[config.mk]
export PLATFORM = sky130hd
export DESIGN_NAME = length_uart_tx
export DESIGN_NICKNAME = d
export VERILOG_FILES = /design/src/rtl/length_pkg.sv /design/src/rtl/uart_byte_tx.sv /design/src/rtl/length_uart_tx.sv
export SDC_FILE = /design/constraint.sdc
export NUM_CORES = 1
export LEC_CHECK = 0
export CORE_UTILIZATION = 40
export CTS_CLUSTER_DIAMETER = 120
export CTS_CLUSTER_SIZE = 25
export DETAILED_ROUTE_END_ITERATION = 8
export HOLD_SLACK_MARGIN = 0.03
export PLACE_DENSITY = 0.61
export SETUP_SLACK_MARGIN = 0.5
export SYNTH_ARGS = -nofsm -noshare
export SYNTH_HDL_FRONTEND = slang
export SYNTH_SLANG_ARGS = --single-unit
[constraint.sdc]
create_clock -name clk -period 3.2 [get_ports clk]
set_input_delay 0.64 -clock clk [delete_from_list [all_inputs] [get_ports clk]]
set_output_delay 0.64 -clock clk [all_outputs]
set_load 0.01 [all_outputs]
[src/rtl/length_pkg.sv]
// Shared constants, frame FSM state type and digit sanitising helper for the
// distance-frame UART transmitter.
package length_pkg;

    localparam logic [7:0] ASCII_ZERO  = 8'h30;
    localparam logic [7:0] ASCII_SPACE = 8'h20;
    localparam logic [7:0] ASCII_C     = 8'h63;
    localparam logic [7:0] ASCII_M     = 8'h6D;
    localparam logic [7:0] ASCII_CR    = 8'h0D;
    localparam logic [7:0] ASCII_LF    = 8'h0A;

    localparam int FRAME_LEN  = 10;
    localparam int NUM_DIGITS = 6;

    typedef enum logic [2:0] {
        ST_IDLE,
        ST_LOAD,
        ST_SEND,
        ST_WAIT,
        ST_NEXT,
        ST_DONE
    } frame_state_e;

    // Anything that is not an ASCII decimal digit goes out as '0'.
    function automatic logic [7:0] sanitize(input logic [7:0] c);
        return (c >= 8'h30 && c <= 8'h39) ? c : ASCII_ZERO;
    endfunction

endpackage

[src/rtl/uart_byte_tx.sv]
// 8N1 single-character transmitter: start bit, 8 data bits LSB first, stop bit,
// every bit held BAUD_DIV clocks. done pulses once after the stop bit ends.
module uart_byte_tx #(
    parameter int BAUD_DIV = 434
) (
    input  logic       clk,
    input  logic       rst,
    input  logic       start,
    input  logic [7:0] data,
    output logic       txd,
    output logic       ready,
    output logic       done
);

    localparam int            CW        = (BAUD_DIV > 1) ? $clog2(BAUD_DIV) : 1;
    localparam logic [CW-1:0] BAUD_LAST = CW'(BAUD_DIV - 1);

    logic [CW-1:0] baud_q;
    logic [3:0]    bit_q;
    logic [7:0]    sh_q;
    logic          active_q;
    logic          txd_q;
    logic          done_q;

    always_ff @(posedge clk or posedge rst) begin
        if (rst) begin
            baud_q   <= '0;
            bit_q    <= '0;
            sh_q     <= '0;
            active_q <= 1'b0;
            txd_q    <= 1'b1;
            done_q   <= 1'b0;
        end else begin
            done_q <= 1'b0;
            if (!active_q) begin
                if (start) begin
                    active_q <= 1'b1;
                    txd_q    <= 1'b0;
                    baud_q   <= '0;
                    bit_q    <= '0;
                    sh_q     <= data;
                end
            end else if (baud_q == BAUD_LAST) begin
                baud_q <= '0;
                if (bit_q == 4'd9) begin
                    active_q <= 1'b0;
                    done_q   <= 1'b1;
                end else begin
                    // Ones shift in behind the data, so bit 9 comes out as the stop bit.
                    bit_q <= bit_q + 4'd1;
                    txd_q <= sh_q[0];
                    sh_q  <= {1'b1, sh_q[7:1]};
                end
            end else begin
                baud_q <= baud_q + 1'b1;
            end
        end
    end

    assign txd   = txd_q;
    assign ready = !active_q;
    assign done  = done_q;

endmodule

[src/rtl/length_uart_tx.sv]
// Snapshots six ASCII distance digits and sends "dddddd" "cm" CR LF over 8N1
// whenever the digits change or a send is forced.
module length_uart_tx
    import length_pkg::*;
#(
    parameter int CLK_HZ   = 50000000,
    parameter int BAUD     = 115200,
    parameter int BAUD_DIV = CLK_HZ / BAUD,
    parameter int LZ_BLANK = 1
) (
    input  logic       clk,
    input  logic       rst,
    input  logic [7:0] data_ascii_0,
    input  logic [7:0] data_ascii_1,
    input  logic [7:0] data_ascii_2,
    input  logic [7:0] data_ascii_3,
    input  logic [7:0] data_ascii_4,
    input  logic [7:0] data_ascii_5,
    input  logic       force_i,
    output logic       txd,
    output logic       busy,
    output logic       frame_done
);

    localparam logic [3:0] LAST_IDX = 4'(FRAME_LEN - 1);

    frame_state_e state_q;
    logic [NUM_DIGITS-1:0][7:0] din;
    logic [NUM_DIGITS-1:0][7:0] snap_q;
    logic [NUM_DIGITS-1:0][7:0] buf_q;
    logic [NUM_DIGITS-1:0][7:0] dig;
    logic [3:0] idx_q;
    logic       fpend_q;
    logic       start_q;
    logic       busy_q;
    logic       frame_done_q;
    logic       trigger;
    logic       lead;
    logic [7:0] byte_c;
    logic       tx_ready;
    logic       tx_done;

    assign din     = {data_ascii_5, data_ascii_4, data_ascii_3,
                      data_ascii_2, data_ascii_1, data_ascii_0};
    assign trigger = (din != snap_q) || fpend_q;

    // Blanking walks from the most significant digit and stops at the first non-zero.
    always_comb begin
        dig  = '0;
        lead = (LZ_BLANK != 0);
        for (int k = NUM_DIGITS - 1; k >= 0; k--) begin
            dig[k] = sanitize(buf_q[k]);
            if (k != 0 && lead && dig[k] == ASCII_ZERO) dig[k] = ASCII_SPACE;
            else lead = 1'b0;
        end
    end

    always_comb begin
        case (idx_q)
            4'd6:    byte_c = ASCII_C;
            4'd7:    byte_c = ASCII_M;
            4'd8:    byte_c = ASCII_CR;
            4'd9:    byte_c = ASCII_LF;
            default: byte_c = (idx_q < 4'd6) ? dig[3'd5 - idx_q[2:0]] : ASCII_ZERO;
        endcase
    end

    always_ff @(posedge clk or posedge rst) begin
        if (rst) begin
            state_q      <= ST_IDLE;
            snap_q       <= '0;
            buf_q        <= '0;
            idx_q        <= '0;
            start_q      <= 1'b0;
            busy_q       <= 1'b0;
            frame_done_q <= 1'b0;
        end else begin
            start_q      <= 1'b0;
            frame_done_q <= 1'b0;
            case (state_q)
                // DONE also accepts a trigger so back-to-back frames lose no cycle.
                ST_IDLE, ST_DONE: begin
                    if (trigger) begin
                        state_q <= ST_LOAD;
                        busy_q  <= 1'b1;
                    end else begin
                        state_q <= ST_IDLE;
                    end
                end
                ST_LOAD: begin
                    snap_q  <= din;
                    buf_q   <= din;
                    idx_q   <= '0;
                    start_q <= 1'b1;
                    state_q <= ST_SEND;
                end
                ST_SEND: state_q <= ST_WAIT;
                ST_WAIT: if (tx_done) state_q <= ST_NEXT;
                ST_NEXT: begin
                    if (idx_q == LAST_IDX) begin
                        state_q      <= ST_DONE;
                        frame_done_q <= 1'b1;
                        busy_q       <= 1'b0;
                    end else begin
                        idx_q   <= idx_q + 4'd1;
                        start_q <= 1'b1;
                        state_q <= ST_SEND;
                    end
                end
                default: state_q <= ST_IDLE;
            endcase
        end
    end

    // A force landing in the LOAD cycle still earns its own frame.
    always_ff @(posedge clk or posedge rst) begin
        if (rst)                     fpend_q <= 1'b0;
        else if (force_i)            fpend_q <= 1'b1;
        else if (state_q == ST_LOAD) fpend_q <= 1'b0;
    end

    uart_byte_tx #(.BAUD_DIV(BAUD_DIV)) u_byte_tx (
        .clk   (clk),
        .rst   (rst),
        .start (start_q & tx_ready),
        .data  (byte_c),
        .txd   (txd),
        .ready (tx_ready),
        .done  (tx_done)
    );

    assign busy       = busy_q;
    assign frame_done = frame_done_q;

endmodule
==> results.md, run 1 <==
* Leak at 2.426 nW
* Setup Fix Bufs, Post-CTS at 0
* Comb pwr share at 0.091
* Post-layout util at 0.4963
* Routed WL per cell at 15.60 um
* Max_cap viols at 0
* Buf/Inv on CP at 1
* Hold Buf Count CTS at 0
* Hold depth at 1
* Count of cell types in the netlist at 56
* Fin. max-slew vios at 0
* Sw Share at 0.2404
* Setup tns final at 0 ps
* Global-route wire length before repair at 19.19 mm
* Drt pass-1 iters at 4
* Worst min-delay path class: flip-flop to flip-flop
* Clock skew at 4.901 ps
* Vias in the first global route at 3861
* R2R cell count at 8
* Crit path largest cell delay at 560 ps
* Clock tree buffer depth at 2
* Most frequent cells in the layout: nand2_1 (173), dfrtp_1 (82), clkdlybuf4s50_1 (53), xnor2_1 (48), nor2_1 (25)
* Largest cells by area after synthesis: dfrtp_1 (44%), nand2_1 (14%), xnor2_1 (9.0%)
* Tmin final at 2213 ps
* Avg Cell Area, Syn at 8.529 sq um
* Die Wd at 109.9 um
* Final Hold Fails at 0
* PortBufs at 53
* H-tree Lvls at 3
* Hpwl dp at 8.759 mm
* Drt via density at 5.303
* Top FF cell, synth: dfrtp_1
* Clk sinks at 83
* Period utilization at 0.6917
* Final #Nets at 653
* Number of flops mapped to enable cells by yosys at 0
* CP top delay family: simple AND/OR/NAND/NOR gates
* Top cell type's share of synthesized area at 0.4406
* P_int at 1.806 mW
* Via count at 3935
* CP max-delay cell: nor2_1
* Maximum clock frequency at 0.4518 GHz
* Core Rows at 39
* Worst-margin pin slew at 896.1 ps
* Detailed Route WL at 11.57 mm
* RSZ-0062 raised after global routing: false
* Die ar. at 12080 sq um
* WP data required at 3440 ps
* Synth async-reset ratio at 1.000
* Status: finished clean
* Most common cell after layout, fill and taps aside: nand2_1
* GRT Overall Usage at 0.2142
* CP endpoint kind: flip-flop
* Clk_lat worst skew at 350 ps
* CTS tree: built
* Remaining Overflow, GRT at 0
* Critical path type: flip-flop to flip-flop
* Starting Density at 0.4096
* Synth Warn # at 0
* Synthesized flop and latch total at 83
* Hold path startpoint: u_byte_tx.baud_q[8]$_DFFE_PP0P_
* GPL Wtd Cong at 0.8825
* Psw at 0.5716 mW
* Total core area at 11370 sq um
* Clk pwr share at 0.436
* Post-synthesis sequential area ratio at 0.4463
* Synth Cell Area at 4657 sq um
* Arrival @ worst endpoint at 2450 ps
* Critical R2R Launch: u_byte_tx.baud_q[0]$_DFFE_PP0P_
* Area growth from synthesis to layout at 21.17%
* Sequential share of power at 0.473
* 1st-iter DRT viols at 248
* Cells after synthesis at 546
* Worst-path cell chain: ha_1 > and2_1 > nand4_1 > a31oi_1 > buf_4 > nor2_1 > a2111oi_2 > a211o_1
* Worst Setup SP: u_byte_tx.baud_q[0]$_DFFE_PP0P_
* Resized cells post-CTS at 0
* ANT cells at 0
* CP Max Fanout at 13
* Initial antenna violation count at 0
* Final setup fails at 0
* Critical Path Start Type: flip-flop
* Clock-pin slew on the worst setup and hold paths at 60 ps
* Syn nets at 605
* Largest area contributor in the netlist: dfrtp_1
* Slew HR at 0.4012
* Maximum vdd drop at 275.4 uV
* Drc violations at 0
* I/O pins at 54
* Layout cells sized above 1 at 0.05509
* Die Height at 109.9 um
* P per Cell Area at 421.4 nW/um^2
* Clock root buffer: clkbuf_16
* Largest net degree at the start of global routing at 44
* WP depth at 8
* Num CTS Buffers at 9
* Routed Antenna Nets at 0
[final timing paths]
path	slack [ps]	to
worst max register to register	990	u_byte_tx.sh_q[0]$_DFFE_PP0P_
worst min-delay path	470	u_byte_tx.baud_q[8]$_DFFE_PP0P_
min in group asynchronous	720	buf_q[33]$_DFFE_PP0P_
max in group asynchronous	1820	u_byte_tx.txd$_DFFE_PP1P_
worst max-delay path	990	u_byte_tx.sh_q[0]$_DFFE_PP0P_
worst min register to register	470	u_byte_tx.baud_q[8]$_DFFE_PP0P_
[area by class of cell]
type | count | area, sq um
clock buffer | 10 | 229.0
clock inverter | 6 | 66.31
multi-input combinational | 430 | 2451
timing repair buffer | 60 | 595.6
fill | 1095 | 5727
inverter | 10 | 43.79
tap | 143 | 178.9
sequential | 83 | 2078
[Yosys cell counts (all sizes together), types with 3 or more instances]
library cell  instances
nand4b                3
nand3                13
nor4                  4
o21ai                32
nand2b                4
nand4                19
nor2                 26
a211oi                6
o31ai                 7
and3                  7
nor2b                 7
or4                   3
or2                   3
buf                   6
inv                   9
nor3                  9
xor2                  5
a21oi                14
clkbuf               17
a41oi                 4
xnor2                48
ha                    8
dfrtp                82
a31oi                 3
and2                  3
nand2               173
[logic make-up after synthesis]
| kind of cell | Yosys count | share of synthesized area |
|---|---|---|
| AOI/OAI and AO/OA | 82 | 0.1131 |
| muxes | 2 | 0.004567 |
| and+or+nand+nor | 285 | 0.2859 |
| adders and majority gates | 8 | 0.02149 |
| xor gates and xnor gates | 53 | 0.09968 |
| buffers and inverters | 33 | 0.02901 |
| DFF | 83 | 0.4463 |
[stage by stage]
step                      std cells  total power [mW]  setup WS, ps  area [sq um]  hold WS, ps
after global routing            742             2.485         753.4          5643        494.9
after detailed placement        726             1.363         783.3          5348        469.9
after global placement          726             1.359         696.0          5348        453.7
final                           742             2.378         986.6          5643        474.7
after floorplan                 546             1.242          1340          4661        440.7
after CTS                       742             2.412         968.7          5643        478.0
[sequential cells by signal, summed over array words and instances, names as in the netlist]
register	cells
buf_q	48
busy	1
fpend_q	1
frame_done	1
idx_q	4
start_q	1
state_q	3
u_byte_tx.active_q	1
u_byte_tx.baud_q	9
u_byte_tx.bit_q	4
u_byte_tx.done	1
u_byte_tx.sh_q	8
u_byte_tx.txd	1
[power groups by stage]
stage / logic [mW] / registers (mW) / clock network [mW]
6_report: 0.216 / 1.13 / 1.04
5_1_grt: 0.240 / 1.13 / 1.11
4_1_cts: 0.220 / 1.12 / 1.07
3_5_place_dp: 0.219 / 1.14 / 0
3_3_place_gp: 0.216 / 1.14 / 0
2_1_floorplan: 0.112 / 1.13 / 0
[routing by layer]
metal | global-route usage | vias to the layer above | share of wire
li1 | - | 1962 | -
met1 | 0.2721 | 1878 | 0.46
met2 | 0.3397 | 71 | 0.47
met3 | 0.04090 | 24 | 0.031
met4 | 0.1229 | 0 | 0.037
met5 | 0 | - | 0
No activity file was read; power rests on OpenSTA's default activity.
==> run 2, diff against run 1 <==
==> constraint.sdc (replaced) <==
create_clock -name clk -period 2.3 [get_ports clk]
set_input_delay 0.46 -clock clk [delete_from_list [all_inputs] [get_ports clk]]
set_output_delay 0.46 -clock clk [all_outputs]
set_load 0.01 [all_outputs]
==> run 2 against run 1 <==
  * Flip-flop and latch count did not move
  * Critical path depth decreased by 3
  * Clock skew rose by 5.5 ps
  * Total power increased by 46%
  * Clock-buffer cell count increased by 2
  * Clock power grew 53%
  * Critical path type unchanged
==> results.md, run 2 (synthesized netlist as in run 1, its figures left out) <==
* Drt via density at 5.353 (+0.94%)
* Num CTS Buffers at 9 (unchanged)
* Maximum clock frequency at 0.5352 GHz (+18%)
* Die ar. at 12080 sq um (unchanged)
* CP Max Fanout at 3 (-10)
* Drt pass-1 iters at 5 (+1)
* Vias in the first global route at 3953 (+2.4%)
* Most frequent cells in the layout: nand2_1 (173), dfrtp_1 (75), xnor2_1 (46), clkdlybuf4s50_1 (37)
* Routed Antenna Nets at 0 (unchanged)
* Largest registers: buf_q: 48 flops, u_byte_tx.baud_q: 9 flops, u_byte_tx.sh_q: 8 flops
* Worst min-delay path class: input pin to flip-flop
* Seq. cell area at 2087 sq um (+0.42%)
* Slew HR at 0.4986 (+0.09745)
* Drc violations at 0 (unchanged)
* Max_cap viols at 0 (unchanged)
* ANT cells at 0 (unchanged)
* Clock skew at 10.41 ps (+5.513 ps)
* Clk sinks at 83 (unchanged)
* Clock tree buffer depth at 2 (unchanged)
* Multi-input logic area at 2675 sq um (+9.1%)
* Remaining Overflow, GRT at 0 (unchanged)
* H-tree Lvls at 3 (unchanged)
* Hold Buf Count CTS at 0 (unchanged)
* GRT Overall Usage at 0.2163 (+0.002131)
* Detailed Route WL at 12.22 mm (+5.6%)
* Critical Path Start Type: flip-flop
* Period utilization at 0.8124 (+0.1207)
* Final setup fails at 0 (unchanged)
* Critical path type: flip-flop to flip-flop
* PortBufs at 53 (unchanged)
* Layout cells sized above 1 at 0.1552 (+0.1001)
* Max FFs per register at 48 (unchanged)
* Core Rows at 39 (unchanged)
* Arrival @ worst endpoint at 2160 ps (-290 ps)
* Initial antenna violation count at 0 (unchanged)
* Clock root buffer: clkbuf_16
* CTS tree: built
* R2R cell count at 5 (-3)
* Largest net degree at the start of global routing at 51 (+16%)
* Top reg by flops: buf_q
* 1st-iter DRT viols at 280 (+13%)
* Maximum vdd drop at 325.7 uV (+18%)
* Via count at 4111 (+4.5%)
* WP data required at 2590 ps (-850 ps)
* Clk_lat worst skew at 350 ps (about the same)
* Routed WL per cell at 15.92 um (+2.0%)
* RSZ-0062 raised after global routing: true
* Starting Density at 0.4096 (unchanged)
* CP endpoint kind: flip-flop
* Leak at 2.774 nW (+14%)
* Hold depth at 3 (+2)
* Status: finished clean
* Clock-pin slew on the worst setup and hold paths at 60 ps (about the same)
* Tmin final at 1869 ps (-344.8 ps)
* Worst-path cell chain: and4bb_2 > nand4_1 > a221o_1 > a2111oi_4 > a211o_1
* WHS at 367.8 ps (-107.0 ps)
* CP max-delay cell: a221o_1
* Post-Layout Cell Count at 768 (+3.5%)
* P per Cell Area at 563.5 nW/um^2 (+34%)
* Crit path largest cell delay at 430 ps (-130 ps)
* Most common cell after layout, fill and taps aside: nand2_1
* Final Total Pwr at 3.483 mW (+46%)
* Area growth from synthesis to layout at 32.72%
* GPL Wtd Cong at 0.9739 (+10%)
* Total core area at 11370 sq um (unchanged)
* Fin. max-slew vios at 0 (unchanged)
* Die Height at 109.9 um (unchanged)
* Final #Nets at 679 (+4.0%)
* Worst-margin pin slew at 750.5 ps (-145.6 ps)
* Placed cell count at 731 (+0.69%)
* Die Wd at 109.9 um (unchanged)
* I/O pins at 54 (unchanged)
* Final Hold Fails at 0 (unchanged)
* Global-route wire length before repair at 19.60 mm (+2.1%)
* Filler cells at 1032 (-5.8%)
* Setup tns final at 0 ps (unchanged)
* Hpwl dp at 8.792 mm (+0.37%)
[run 2: cell types whose count changed in the layout (fill, tap and decap cells not counted), moves of 4 or more]
cell | before | now
nor3_1 | 8 | 4
buf_4 | 6 | 24
dlymetal6s2s_1 | 0 | 15
clkdlybuf4s50_1 | 53 | 37
dfrtp_2 | 0 | 7
dfrtp_1 | 82 | 75
buf_6 | 0 | 5
ha_1 | 8 | 4
[run 2: final cells by class]
cell class	count	share of cell area
clock buffers	12	0.04150
clock inverters	4	0.01194
inverters	10	0.007490
multi-input cells	431	0.4328
flip-flops and latches	83	0.3377
well taps	143	0.02895
repair buffers	85	0.1397
[run 2: worst max-delay path, delay by kind of cell, from the launching register on]
family	cells	cell delay, ps
simple gates	2	490
flops	1	420
compound gates	3	890
[run 2: per-stage QoR]
step                  util  setup WS, ps  instance area (sq um)
finish              0.5436         431.5                   6181
global route        0.5436         393.0                   6181
CTS                 0.5203         433.0                   5916
detailed placement  0.4758         124.3                   5410
global placement    0.4758         86.52                   5410
floorplan                -         517.7                   4662
[run 2: per-layer routing]
metal	vias to the layer above	share of wire	global-route usage
met1	1974	0.45	0.2668
met3	25	0.034	0.04090
met4	0	0.028	0.1105
li1	2015	-	-
met5	-	0	0
met2	97	0.49	0.3594
[run 2: where the power goes]
part           total [mW]  switching, mW  internal (mW)
logic               0.320          0.142          0.179
registers            1.57         0.0633           1.51
clock network        1.59          0.584           1.01
total                3.48          0.789           2.69
[run 2: worst paths after layout]
kind	slack, ps	to	start
setup reg to reg	430	u_byte_tx.sh_q[0]$_DFFE_PP0P_	buf_q[22]$_DFFE_PP0P_
min in group asynchronous	450	buf_q[43]$_DFFE_PP0P_	rst
max in group asynchronous	1270	u_byte_tx.txd$_DFFE_PP1P_	rst
setup / recovery	430	u_byte_tx.sh_q[0]$_DFFE_PP0P_	buf_q[22]$_DFFE_PP0P_
hold / removal	370	buf_q[11]$_DFFE_PP0P_	data_ascii_1[3]
hold reg to reg	470	u_byte_tx.baud_q[8]$_DFFE_PP0P_	u_byte_tx.baud_q[8]$_DFFE_PP0P_
[run 2: what timing repair did]
action                     in CTS  in global routing
gates cloned                    0                  1
setup buffers                   9                 11
pin swaps                      12                 28
resized for setup              23                 49
setup endpoints to repair      13                 13
==> run 3, diff against run 2 <==
==> constraint.sdc (replaced) <==
create_clock -name clk -period 1.9 [get_ports clk]
set_input_delay 0.38 -clock clk [delete_from_list [all_inputs] [get_ports clk]]
set_output_delay 0.38 -clock clk [all_outputs]
set_load 0.01 [all_outputs]
==> run 3 against run 2 <==
  * Setup slack worse by 360 ps
  * Critical path depth is 2 higher
  * Die area unchanged
  * Largest cell class unchanged
  * Register-to-register slack lost 360 ps
  * Wire length up 6.5%
  * Clock skew shrank 5.2 ps
  * Design area up 11%
  * Flip-flop and latch count unchanged
  * Via count increased by 4.7%
  * Final cell count is 5.5% higher
  * Critical path type unchanged
==> results.md, run 3 (synthesized netlist as in run 1, its figures left out) <==
* Grt met2 use at 0.3929 (+0.03348)
* WHS at 298.6 ps (-69.15 ps)
* Critical Path Start Type: flip-flop
* Top reg by flops: buf_q
* Core Rows at 39 (unchanged)
* Worst-margin pin slew at 483.5 ps (-267.0 ps)
* Hold Buf Count CTS at 0 (unchanged)
* Routing usage on met3 at 0.03853 (-0.002371)
* GPL Wtd Cong at 0.8462 (-13%)
* Num CTS Buffers at 9 (unchanged)
* Filler cells at 977 (-5.3%)
* Initial antenna violation count at 0 (unchanged)
* Worst min-delay path class: input pin to flip-flop
* I/O pins at 54 (unchanged)
* Starting Density at 0.4096 (unchanged)
* Final setup fails at 0 (unchanged)
* Setup tns final at 0 ps (unchanged)
* Final #Nets at 721 (+6.2%)
* Largest registers: buf_q: 48 flops, u_byte_tx.baud_q: 9 flops, u_byte_tx.sh_q: 8 flops
* Most frequent cells in the layout: nand2_1 (165), dfrtp_1 (73), buf_4 (51), clkdlybuf4s50_1 (40), xnor2_1 (39)
* Most common cell after layout, fill and taps aside: nand2_1
* Fin. max-slew vios at 0 (unchanged)
* CTS tree: built
* Max_cap viols at 0 (unchanged)
* RSZ-0062 raised after global routing: true
* Seq. cell area at 2090 sq um (+0.12%)
* 1st-iter DRT viols at 203 (-28%)
* Die Wd at 109.9 um (unchanged)
* GRT Overall Usage at 0.2254 (+0.009112)
* Clock root buffer: clkbuf_16
* Slew HR at 0.6747 (+0.1761)
* Leak at 3.075 nW (+11%)
* Detailed Route WL at 13.02 mm (+6.5%)
* WP data required at 2160 ps (-430 ps)
* CP endpoint kind: flip-flop
* Final Hold Fails at 0 (unchanged)
* Drt via density at 5.314 (-0.73%)
* Vias in the first global route at 4261 (+7.8%)
* Final Total Pwr at 4.160 mW (+19%)
* Clock-pin slew on the worst setup and hold paths at 60 ps (about the same)
* Maximum vdd drop at 614.5 uV (+89%)
* Clock skew at 5.207 ps (-5.208 ps)
* Post-Layout Cell Count at 810 (+5.5%)
* Routed Antenna Nets at 0 (unchanged)
* PortBufs at 53 (unchanged)
* Met1 Use GR at 0.2761 (+0.009239)
* Clk_lat worst skew at 340 ps (about the same)
* Clk sinks at 83 (unchanged)
* Multi-input logic area at 2999 sq um (+12%)
* Placed cell count at 753 (+3.0%)
* Routed WL per cell at 16.08 um (+1.0%)
* Drt pass-1 iters at 4 (-1)
* Total core area at 11370 sq um (unchanged)
* P per Cell Area at 605.1 nW/um^2 (+7.4%)
* Most Crowded Layer GR: met2
* Critical path type: flip-flop to flip-flop
* H-tree Lvls at 3 (unchanged)
* Drc violations at 0 (unchanged)
* Maximum clock frequency at 0.5467 GHz (+2.2%)
* Die Height at 109.9 um (unchanged)
* Area growth from synthesis to layout at 47.64%
* Hpwl dp at 8.810 mm (+0.21%)
* ANT cells at 0 (unchanged)
* Die ar. at 12080 sq um (unchanged)
* Largest net degree at the start of global routing at 84 (+65%)
* Status: finished clean
* Layout cells sized above 1 at 0.2849 (+0.1297)
* CP Max Fanout at 5 (+2)
* Period utilization at 0.9627 (+0.1503)
* Max FFs per register at 48 (unchanged)
* Arrival @ worst endpoint at 2090 ps (-70 ps)
* Tmin final at 1829 ps (-39.34 ps)
* Remaining Overflow, GRT at 0 (unchanged)
* Global-route wire length before repair at 20.56 mm (+4.9%)
* Via count at 4304 (+4.7%)
* Clock tree buffer depth at 2 (unchanged)
==> run 3: area by class of cell <==
| cell class | instances | area share |
|---|---|---|
| well taps | 143 | 0.02602 |
| repair buffers | 128 | 0.1813 |
| flip-flops and latches | 83 | 0.3039 |
| multi-input cells | 430 | 0.4362 |
| inverters | 10 | 0.006733 |
| clock inverters | 3 | 0.006551 |
| clock buffers | 13 | 0.03931 |
==> run 3: where the power goes <==
group          switching, mW  internal (mW)
clock                  0.708           1.13
combinational          0.189          0.241
sequential            0.0724           1.82
total                  0.970           3.19
==> run 3: worst max-delay path, cell delays in order (launching register included) <==
cell and delay, ps:
dfrtp_1 390, buf_4 160, or4b_1 520, nor3_2 200
a211oi_4 70, a21oi_2 150, a211oi_1 110, o21ai_1 150
==> run 3: through the flow <==
stage | worst slack, ps | cell area, sq um | util
CTS | 81.92 | 6402 | 0.5631
detailed placement | -161.9 | 5628 | 0.4950
global route | -22.91 | 6875 | 0.6047
finish | 70.80 | 6875 | 0.6047
floorplan | 192.8 | 4747 | -
global placement | -232.6 | 5628 | 0.4950
==> run 3: worst paths after layout <==
check                                                from                       endpoint  slack, ps  depth (start not counted)
worst max-delay path                buf_q[41]$_DFFE_PP0P_  u_byte_tx.sh_q[3]$_DFFE_PP0P_         70                          7
worst min-delay path                      data_ascii_2[5]          buf_q[21]$_DFFE_PP0P_        300                          3
worst max register to register      buf_q[41]$_DFFE_PP0P_  u_byte_tx.sh_q[3]$_DFFE_PP0P_         70                          7
worst min register to register  u_byte_tx.txd$_DFFE_PP1P_      u_byte_tx.txd$_DFFE_PP1P_        480                          2
max in group asynchronous                             rst      u_byte_tx.txd$_DFFE_PP1P_       1020                          3
min in group asynchronous                             rst          buf_q[12]$_DFFE_PP0P_        530                          3
==> run 3: repair_timing <==
action | in CTS | in global routing
setup buffers | 30 | 11
pin swaps | 23 | 45
endpoints found under the setup margin | 79 | 78
gates resized for setup | 53 | 90
==> run 3: per-layer routing <==
layer / wire [um] / vias to the layer above
li1: - / 2099
met1: 5577 / 2100
met2: 6715 / 88
met3: 408 / 17
met4: 320 / 0
met5: 0 / -
